## src/rtl/bp_fe_cce_responder.sv

```systemverilog
// rtl/bp_fe_cce_responder.sv - minimal single-transaction CCE serving the front-end I$ LCE
module bp_fe_cce_responder #(
    parameter int paddr_width_p     = 40,
    parameter int lce_assoc_p       = 8,
    parameter int cce_block_width_p = 512,
    parameter int lce_id_width_p    = 4,
    parameter int cce_id_width_p    = 4,
    parameter int cce_id_p          = 0,
    localparam int way_width_lp          = $clog2(lce_assoc_p),
    localparam int lce_cce_req_width_lp  = 3 + lce_id_width_p + 1 + way_width_lp + paddr_width_p,
    localparam int lce_cce_resp_width_lp = 2 + lce_id_width_p + paddr_width_p,
    localparam int lce_cmd_width_lp      = 3 + lce_id_width_p + cce_id_width_p + way_width_lp + 2
                                           + paddr_width_p + cce_block_width_p,
    localparam int cce_mem_msg_width_lp  = 3 + 3 + lce_id_width_p + way_width_lp + paddr_width_p
                                           + cce_block_width_p
) (
    input  logic                             clk_i,
    input  logic                             reset_i,
    input  logic [lce_cce_req_width_lp-1:0]  lce_req_i,
    input  logic                             lce_req_v_i,
    output logic                             lce_req_yumi_o,
    input  logic [lce_cce_resp_width_lp-1:0] lce_resp_i,
    input  logic                             lce_resp_v_i,
    output logic                             lce_resp_yumi_o,
    output logic [lce_cmd_width_lp-1:0]      lce_cmd_o,
    output logic                             lce_cmd_v_o,
    input  logic                             lce_cmd_ready_i,
    output logic [cce_mem_msg_width_lp-1:0]  mem_cmd_o,
    output logic                             mem_cmd_v_o,
    input  logic                             mem_cmd_ready_i,
    input  logic [cce_mem_msg_width_lp-1:0]  mem_resp_i,
    input  logic                             mem_resp_v_i,
    output logic                             mem_resp_yumi_o,
    output logic                             error_o
);

    localparam int block_off_lp = $clog2(cce_block_width_p / 8);

    // Message encodings shared with the LCE and memory side
    localparam logic [2:0] e_lce_req_rd    = 3'd0;
    localparam logic [2:0] e_lce_req_wr    = 3'd1;
    localparam logic [2:0] e_lce_req_uc_rd = 3'd2;
    localparam logic [1:0] e_lce_cce_coh_ack = 2'd0;
    localparam logic [2:0] e_lce_cmd_set_tag = 3'd1;
    localparam logic [2:0] e_lce_cmd_data    = 3'd2;
    localparam logic [2:0] e_lce_cmd_uc_data = 3'd3;
    localparam logic [1:0] e_COH_I = 2'd0;
    localparam logic [1:0] e_COH_S = 2'd1;
    localparam logic [1:0] e_COH_E = 2'd2;
    localparam logic [2:0] e_mem_msg_rd    = 3'd0;
    localparam logic [2:0] e_mem_msg_uc_rd = 3'd1;
    localparam logic [2:0] e_mem_size_8    = 3'd3;

    typedef struct packed {
        logic [2:0]                msg_type;
        logic [lce_id_width_p-1:0] src_id;
        logic                      non_exclusive;
        logic [way_width_lp-1:0]   lru_way_id;
        logic [paddr_width_p-1:0]  addr;
    } lce_req_s;

    typedef struct packed {
        logic [1:0]                msg_type;
        logic [lce_id_width_p-1:0] src_id;
        logic [paddr_width_p-1:0]  addr;
    } lce_resp_s;

    typedef struct packed {
        logic [2:0]                   msg_type;
        logic [lce_id_width_p-1:0]    dst_id;
        logic [cce_id_width_p-1:0]    src_id;
        logic [way_width_lp-1:0]      way_id;
        logic [1:0]                   state;
        logic [paddr_width_p-1:0]     addr;
        logic [cce_block_width_p-1:0] data;
    } lce_cmd_s;

    typedef struct packed {
        logic [2:0]                   msg_type;
        logic [2:0]                   size;
        logic [lce_id_width_p-1:0]    lce_id;
        logic [way_width_lp-1:0]      way_id;
        logic [paddr_width_p-1:0]     addr;
        logic [cce_block_width_p-1:0] data;
    } mem_msg_s;

    typedef enum logic [2:0] {
        e_ready, e_mem_cmd, e_mem_resp, e_data_cmd, e_set_tag_cmd, e_wait_ack, e_uc_data_cmd
    } state_e;

    state_e state_r, state_n;

    lce_req_s  req;
    lce_resp_s resp;
    mem_msg_s  mem_resp;
    lce_cmd_s  cmd;
    mem_msg_s  mem_cmd;

    logic [paddr_width_p-1:0]     addr_r;
    logic [lce_id_width_p-1:0]    src_id_r;
    logic [way_width_lp-1:0]      lru_way_r;
    logic [2:0]                   msg_type_r;
    logic                         non_excl_r;
    logic [cce_block_width_p-1:0] data_r;
    logic                         error_r;

    logic cached;
    logic req_ok;
    logic ack_ok;
    logic err_set;
    logic unused_mem_resp_hdr;

    assign req      = lce_req_i;
    assign resp     = lce_resp_i;
    assign mem_resp = mem_resp_i;
    assign unused_mem_resp_hdr = ^mem_resp_i[cce_mem_msg_width_lp-1:cce_block_width_p];

    assign cached = (msg_type_r != e_lce_req_uc_rd);
    assign req_ok = (req.msg_type == e_lce_req_rd) || (req.msg_type == e_lce_req_wr)
                    || (req.msg_type == e_lce_req_uc_rd);
    assign ack_ok = (resp.msg_type == e_lce_cce_coh_ack) && (resp.src_id == src_id_r)
                    && (resp.addr == addr_r);
    assign error_o = error_r;

    // State register; reset abandons any transaction in flight
    always_ff @(posedge clk_i or posedge reset_i) begin
        if (reset_i) state_r <= e_ready;
        else         state_r <= state_n;
    end

    // Next-state, handshakes and protocol-error detection
    always_comb begin
        state_n         = state_r;
        lce_req_yumi_o  = 1'b0;
        lce_resp_yumi_o = 1'b0;
        lce_cmd_v_o     = 1'b0;
        mem_cmd_v_o     = 1'b0;
        mem_resp_yumi_o = 1'b0;
        err_set         = 1'b0;
        case (state_r)
            e_ready: begin
                // Reset holds the FSM here, so yumi is masked to keep it quiet during reset
                lce_req_yumi_o = lce_req_v_i & ~reset_i;
                if (lce_req_v_i) begin
                    if (req_ok) state_n = e_mem_cmd;
                    else        err_set = 1'b1;
                end
            end
            e_mem_cmd: begin
                mem_cmd_v_o = 1'b1;
                if (mem_cmd_ready_i) state_n = e_mem_resp;
            end
            e_mem_resp: begin
                mem_resp_yumi_o = mem_resp_v_i;
                if (mem_resp_v_i) state_n = cached ? e_data_cmd : e_uc_data_cmd;
            end
            e_data_cmd: begin
                lce_cmd_v_o = 1'b1;
                if (lce_cmd_ready_i) state_n = e_set_tag_cmd;
            end
            e_set_tag_cmd: begin
                lce_cmd_v_o = 1'b1;
                if (lce_cmd_ready_i) state_n = e_wait_ack;
            end
            e_wait_ack: begin
                lce_resp_yumi_o = lce_resp_v_i;
                if (lce_resp_v_i) begin
                    if (ack_ok) state_n = e_ready;
                    else        err_set = 1'b1;
                end
            end
            e_uc_data_cmd: begin
                lce_cmd_v_o = 1'b1;
                if (lce_cmd_ready_i) state_n = e_ready;
            end
            default: state_n = e_ready;
        endcase
        // Unexpected memory responses are drained so they cannot wedge the memory side
        if (state_r != e_mem_resp) begin
            mem_resp_yumi_o = mem_resp_v_i & ~reset_i;
            if (mem_resp_v_i) err_set = 1'b1;
        end
    end

    // Outgoing payloads are built only from registered state
    always_comb begin
        cmd          = '0;
        cmd.dst_id   = src_id_r;
        cmd.src_id   = cce_id_width_p'(cce_id_p);
        cmd.way_id   = lru_way_r;
        cmd.addr     = addr_r;
        cmd.state    = e_COH_I;
        cmd.msg_type = e_lce_cmd_data;
        cmd.data     = data_r;
        if (state_r == e_set_tag_cmd) begin
            cmd.msg_type = e_lce_cmd_set_tag;
            cmd.state    = non_excl_r ? e_COH_S : e_COH_E;
            cmd.data     = '0;
        end else if (state_r == e_uc_data_cmd) begin
            cmd.msg_type = e_lce_cmd_uc_data;
            cmd.data     = cce_block_width_p'(data_r[63:0]);
        end
        mem_cmd          = '0;
        mem_cmd.msg_type = cached ? e_mem_msg_rd : e_mem_msg_uc_rd;
        mem_cmd.size     = cached ? 3'(block_off_lp) : e_mem_size_8;
        mem_cmd.lce_id   = src_id_r;
        mem_cmd.way_id   = lru_way_r;
        mem_cmd.addr     = cached ? {addr_r[paddr_width_p-1:block_off_lp], {block_off_lp{1'b0}}}
                                  : addr_r;
    end

    assign lce_cmd_o = cmd;
    assign mem_cmd_o = mem_cmd;

    // Request field capture on accept
    always_ff @(posedge clk_i or posedge reset_i) begin
        if (reset_i) begin
            addr_r     <= '0;
            src_id_r   <= '0;
            lru_way_r  <= '0;
            msg_type_r <= '0;
            non_excl_r <= 1'b0;
        end else if (state_r == e_ready && lce_req_v_i) begin
            addr_r     <= req.addr;
            src_id_r   <= req.src_id;
            lru_way_r  <= req.lru_way_id;
            msg_type_r <= req.msg_type;
            non_excl_r <= req.non_exclusive;
        end
    end

    // Line buffer loaded on the memory response handshake
    always_ff @(posedge clk_i or posedge reset_i) begin
        if (reset_i)                                      data_r <= '0;
        else if (state_r == e_mem_resp && mem_resp_v_i)   data_r <= mem_resp.data;
    end

    // Sticky protocol-error flag
    always_ff @(posedge clk_i or posedge reset_i) begin
        if (reset_i)      error_r <= 1'b0;
        else if (err_set) error_r <= 1'b1;
    end

endmodule

```

## config.mk

```make
export PLATFORM = sky130hd
export DESIGN_NAME = bp_fe_cce_responder
export DESIGN_NICKNAME = d
export VERILOG_FILES = /design/src/rtl/bp_fe_cce_responder.sv
export SDC_FILE = /design/constraint.sdc
export NUM_CORES = 1
export LEC_CHECK = 0
export CAP_MARGIN = 10
export CORE_AREA = 2 2 714 716
export CTS_CLUSTER_DIAMETER = 100
export CTS_CLUSTER_SIZE = 10
export DETAILED_ROUTE_END_ITERATION = 8
export DIE_AREA = 0 0 716 718
export HOLD_SLACK_MARGIN = 0.03
export SLEW_MARGIN = 20
export SYNTH_ARGS = -nofsm -noshare
export SYNTH_HDL_FRONTEND = slang
export SYNTH_SLANG_ARGS = --single-unit
```

## constraint.sdc

```tcl
create_clock -name clk_i -period 36 [get_ports clk_i]
set_input_delay 5.4 -clock clk_i [delete_from_list [all_inputs] [get_ports clk_i]]
set_output_delay 5.4 -clock clk_i [all_outputs]
set_load 0.02 [all_outputs]
```

==> impl_results.html <==
<table>
<tr><th>Metric</th><th>Value</th></tr>
<tr><th colspan="2">GRT</th></tr>
<tr><td>Most congested layer reported by global routing</td><td>met2</td></tr>
<tr><td>Met3 track demand over resource</td><td>under 10%</td></tr>
<tr><td>GRT Residual Overflow</td><td>0</td></tr>
<tr><td>Wire length of the first global-routing pass</td><td>369300 um</td></tr>
<tr><td>Number of global-route vias before repair</td><td>21780</td></tr>
<tr><td>Initial antenna violation count</td><td>471</td></tr>
<tr><td>Global-route track usage on met2</td><td>a little under a fifth</td></tr>
<tr><td>Total global-route track usage</td><td>around an eighth</td></tr>
<tr><td>Largest net degree at the start of global routing</td><td>129</td></tr>
<tr><td>Met1 track demand over resource</td><td>12.56%</td></tr>
<tr><th colspan="2">STA</th></tr>
<tr><td>Unrepaired setup endpoints after global routing</td><td>false</td></tr>
<tr><td>Minimum hold slack</td><td>0.4938 ns</td></tr>
<tr><td>Final cycle utilization of the critical path</td><td>a little over a third</td></tr>
<tr><td>Largest clock skew in the final design</td><td>0.04344 ns</td></tr>
<tr><td>Peak Freq</td><td>slightly below 0.08 GHz</td></tr>
<tr><td>Setup-violating endpoint count in the final report</td><td>0</td></tr>
<tr><td>Worst-case setup margin in the final layout</td><td>23.43 ns</td></tr>
<tr><td>Setup total negative slack</td><td>0 ns</td></tr>
<tr><td>Transition at the pin with the smallest max-transition slack</td><td>between 1 and 1.5 ns</td></tr>
<tr><td>Rel. slew slack</td><td>approximately 25%</td></tr>
<tr><td>Number of hold violations in the final report</td><td>0</td></tr>
<tr><td>Number of max-slew violations in the final report</td><td>0</td></tr>
<tr><td>Final worst path period need</td><td>12.57 ns</td></tr>
<tr><th colspan="2">Synth</th></tr>
<tr><td>Number of synthesis warnings</td><td>0</td></tr>
<tr><td>Flop and latch count out of synthesis</td><td>approximately 570</td></tr>
<tr><td>Proportion of synthesized chip area in sequential cells</td><td>between 40 and 50%</td></tr>
<tr><td>Synth unique cells</td><td>39</td></tr>
<tr><td>Mean instance size in the synthesized netlist</td><td>approximately 13 um2</td></tr>
<tr><td>Share of flip-flops with an asynchronous set or reset</td><td>100.0%</td></tr>
<tr><td>Most frequently used flop master after synthesis</td><td>sky130_fd_sc_hd__dfrtp_1</td></tr>
<tr><td>Cell area after synthesis</td><td>between 30000 and 40000 um2</td></tr>
<tr><td>Post-Synthesis Cells</td><td>around 2600</td></tr>
<tr><td>Number of enable flip-flop cells after synthesis</td><td>0</td></tr>
<tr><th colspan="2">Finish</th></tr>
<tr><td>Number of standard cells in the layout, taps in and fillers out</td><td>approximately 11000</td></tr>
<tr><td>Final instance area</td><td>approximately 52000 um2</td></tr>
<tr><td>Fraction of layout cells with a size suffix above 1</td><td>between 10% and 20%</td></tr>
<tr><td>Final-stage net count</td><td>roughly 4400</td></tr>
<tr><td>Synthesis-to-layout area growth</td><td>62.72%</td></tr>
<tr><td>Final core utilization</td><td>roughly 10%</td></tr>
<tr><th colspan="2">Die</th></tr>
<tr><td>Row count</td><td>262</td></tr>
<tr><td>Chip height</td><td>around 720 um</td></tr>
<tr><td>Placeable Area</td><td>about 500000 um2</td></tr>
<tr><td>Initial standard-cell utilization of the core</td><td>6.304%</td></tr>
<tr><td>Total Die Area</td><td>514100 um2</td></tr>
<tr><td>Die W</td><td>716 um</td></tr>
<tr><td>Ports</td><td>about 1800</td></tr>
<tr><th colspan="2">Worst setup path</th></tr>
<tr><td>Sort of element at the end of the critical path</td><td>output pin</td></tr>
<tr><td>Critical path type</td><td>in2out</td></tr>
<tr><td>Maximum net fanout on the critical path</td><td>4</td></tr>
<tr><td>Data arrival time at the worst-slack endpoint</td><td>a little over 7 ns</td></tr>
<tr><td>Setup crit start kind</td><td>primary input</td></tr>
<tr><td>WP data required</td><td>around 31 ns</td></tr>
<tr><th colspan="2">Route</th></tr>
<tr><td>Count of antenna-violating nets left after detailed routing</td><td>0</td></tr>
<tr><td>1st-pass router iterations</td><td>5</td></tr>
<tr><td>Final routed wirelength across all metal layers</td><td>~320000 um</td></tr>
<tr><td>Via density per instance</td><td>around 2.2</td></tr>
<tr><td>Number of vias in the routed layout</td><td>23590</td></tr>
<tr><td>Number of remaining DRC errors</td><td>0</td></tr>
<tr><td>Wire length per cell after detailed routing</td><td>30.32 um</td></tr>
<tr><td>Initial DRC Count</td><td>around 1200</td></tr>
<tr><th colspan="2">Run status</th></tr>
<tr><td>Outcome</td><td>complete, no violations</td></tr>
<tr><th colspan="2">CTS</th></tr>
<tr><td>Number of hold-repair buffers added at the cts stage</td><td>0</td></tr>
<tr><td>Clock transition time at the flip-flop clock pins of the worst setup and hold paths</td><td>around 0.06 ns</td></tr>
<tr><td>Post-CTS Repair Setup Buffers</td><td>0</td></tr>
<tr><td>Total clock sinks</td><td>between 500 and 600</td></tr>
<tr><td>Resized cells post-CTS</td><td>0</td></tr>
<tr><td>Total clock buffers created by CTS</td><td>83</td></tr>
<tr><td>Buffer depth of the longest clock path</td><td>4</td></tr>
<tr><td>Clock insertion delay at the later pin of the skew report</td><td>about 0.84 ns</td></tr>
<tr><td>CTS Root Buffer Type</td><td>sky130_fd_sc_hd__clkbuf_16</td></tr>
<tr><td>CTS H-Tree Depth</td><td>3</td></tr>
<tr><td>CTS tree</td><td>built</td></tr>
<tr><th colspan="2">Placement</th></tr>
<tr><td>Instance area at placement</td><td>approximately 49000 um2</td></tr>
<tr><td>Number of port buffers</td><td>1234</td></tr>
<tr><td>Post-placement cell count</td><td>about 10000</td></tr>
<tr><td>Detailed placement HPWL</td><td>291100 um</td></tr>
<tr><td>Setup Slack @ Placement</td><td>approximately 23 ns</td></tr>
<tr><td>Routability-driven placement congestion ratio</td><td>about 0.9</td></tr>
<tr><th colspan="2">Power and ir drop</th></tr>
<tr><td>Total power after layout</td><td>between 5 and 6 mW</td></tr>
<tr><td>Power density relative to cell area</td><td>97.22 nW/um2</td></tr>
<tr><td>Static Leakage</td><td>approximately 20 nW</td></tr>
<tr><td>Worst voltage drop across the vdd grid</td><td>0.04849 mV</td></tr>
<tr><th colspan="2">Hold path</th></tr>
<tr><td>Hold WC Path Type</td><td>reg2reg</td></tr>
<tr><th colspan="2">Job</th></tr>
<tr><td>Number of max-cap violations</td><td>0</td></tr>
</table>
[cells in the final DEF (no fill, tap or decap), types with 32 or more instances in the layout]
cell	synthesis	routed
sky130_fd_sc_hd__and2_1	71	70
sky130_fd_sc_hd__buf_4	567	43
sky130_fd_sc_hd__clkbuf_16	0	83
sky130_fd_sc_hd__clkdlybuf4s50_1	0	1225
sky130_fd_sc_hd__conb_1	2	520
sky130_fd_sc_hd__dfrtp_1	567	567
sky130_fd_sc_hd__diode_2	0	110
sky130_fd_sc_hd__mux2_2	32	32
sky130_fd_sc_hd__mux2_4	480	480
sky130_fd_sc_hd__nand2_1	162	160
sky130_fd_sc_hd__nor2b_1	451	451
sky130_fd_sc_hd__xor2_1	44	44
[report_power, final]
| group | internal (mW) | leakage, nW | total [mW] | switching [mW] |
|---|---|---|---|---|
| sequential | 0.954 | 6.88 | 1.21 | 0.253 |
| combinational | 1.29 | 12.2 | 3.07 | 1.78 |
| clock | 0.432 | 1.17 | 0.784 | 0.352 |
[kinds of logic after synthesis]
kind of cell    after synthesis  share of synthesized area, %
buf+inv                     695                         17.62
mux                         513                         23.70
compound gates               14                        0.3091
xor+xnor                     44                         1.205
flops                       567                         44.38
other cells                   2                       0.02349
simple gates                715                         12.76
[Yosys cell counts (2+ instances only)]
cell	number	area, um2
sky130_fd_sc_hd__a21oi_1	3	15.01
sky130_fd_sc_hd__and2_1	71	444.2
sky130_fd_sc_hd__and3_1	2	12.51
sky130_fd_sc_hd__buf_12	53	1061
sky130_fd_sc_hd__buf_2	13	65.06
sky130_fd_sc_hd__buf_4	567	4257
sky130_fd_sc_hd__clkbuf_1	54	202.7
sky130_fd_sc_hd__conb_1	2	7.510
sky130_fd_sc_hd__dfrtp_1	567	14190
sky130_fd_sc_hd__inv_1	3	11.26
sky130_fd_sc_hd__inv_2	2	7.510
sky130_fd_sc_hd__mux2_2	32	360.4
sky130_fd_sc_hd__mux2_4	480	7207
sky130_fd_sc_hd__nand2_1	162	608.1
sky130_fd_sc_hd__nand4_1	3	18.77
sky130_fd_sc_hd__nor2_1	5	18.77
sky130_fd_sc_hd__nor2b_1	451	2821
sky130_fd_sc_hd__nor3_1	4	20.02
sky130_fd_sc_hd__nor4_1	10	62.56
sky130_fd_sc_hd__o21ai_0	3	15.01
sky130_fd_sc_hd__o31ai_1	2	15.01
sky130_fd_sc_hd__xor2_1	44	385.4
[sequential cells by signal, indices dropped and copies added, names as in the netlist]
register / count
data_r: 512
addr_r: 40
src_id_r: 4
lru_way_r: 3
msg_type_r: 3
state_r: 3
error_o: 1
non_excl_r: 1
[area by class of cell]
class | instances | area, um2
well taps | 6732 | 8423
multi-input cells | 1806 | 14110
fillers | 58200 | 455100
clock inverters | 23 | 230.2
repair buffers | 1272 | 12630
diodes | 110 | 275.3
clock buffers | 91 | 2137
flip-flops and latches | 567 | 14190
inverters | 5 | 33.78
[critical path: stages]
cell	delay [ns]
sky130_fd_sc_hd__clkdlybuf4s50_1	0.69
sky130_fd_sc_hd__a21boi_0	0.23
sky130_fd_sc_hd__clkdlybuf4s50_1	0.83
[per-layer routing]
metal	vias up	routed length, um
li1	9683	-
met3	869	54040
met1	11100	116200
met5	-	1656
met2	1704	138200
met4	238	11520
[path summary, 6_finish.rpt]
check	from	end	slack [ns]	cells after the start
min reg2reg	msg_type_r[1]	msg_type_r[1]	0.49	2
max	mem_resp_v_i	mem_resp_yumi_o	23.43	3
max reg2reg	state_r[2]	data_r[368]	30.85	7
min	msg_type_r[1]	msg_type_r[1]	0.49	2
max in group asynchronous	reset_i	data_r[144]	28.02	5
min in group asynchronous	reset_i	src_id_r[2]	5.20	2
(Power assumes the default switching activity.)
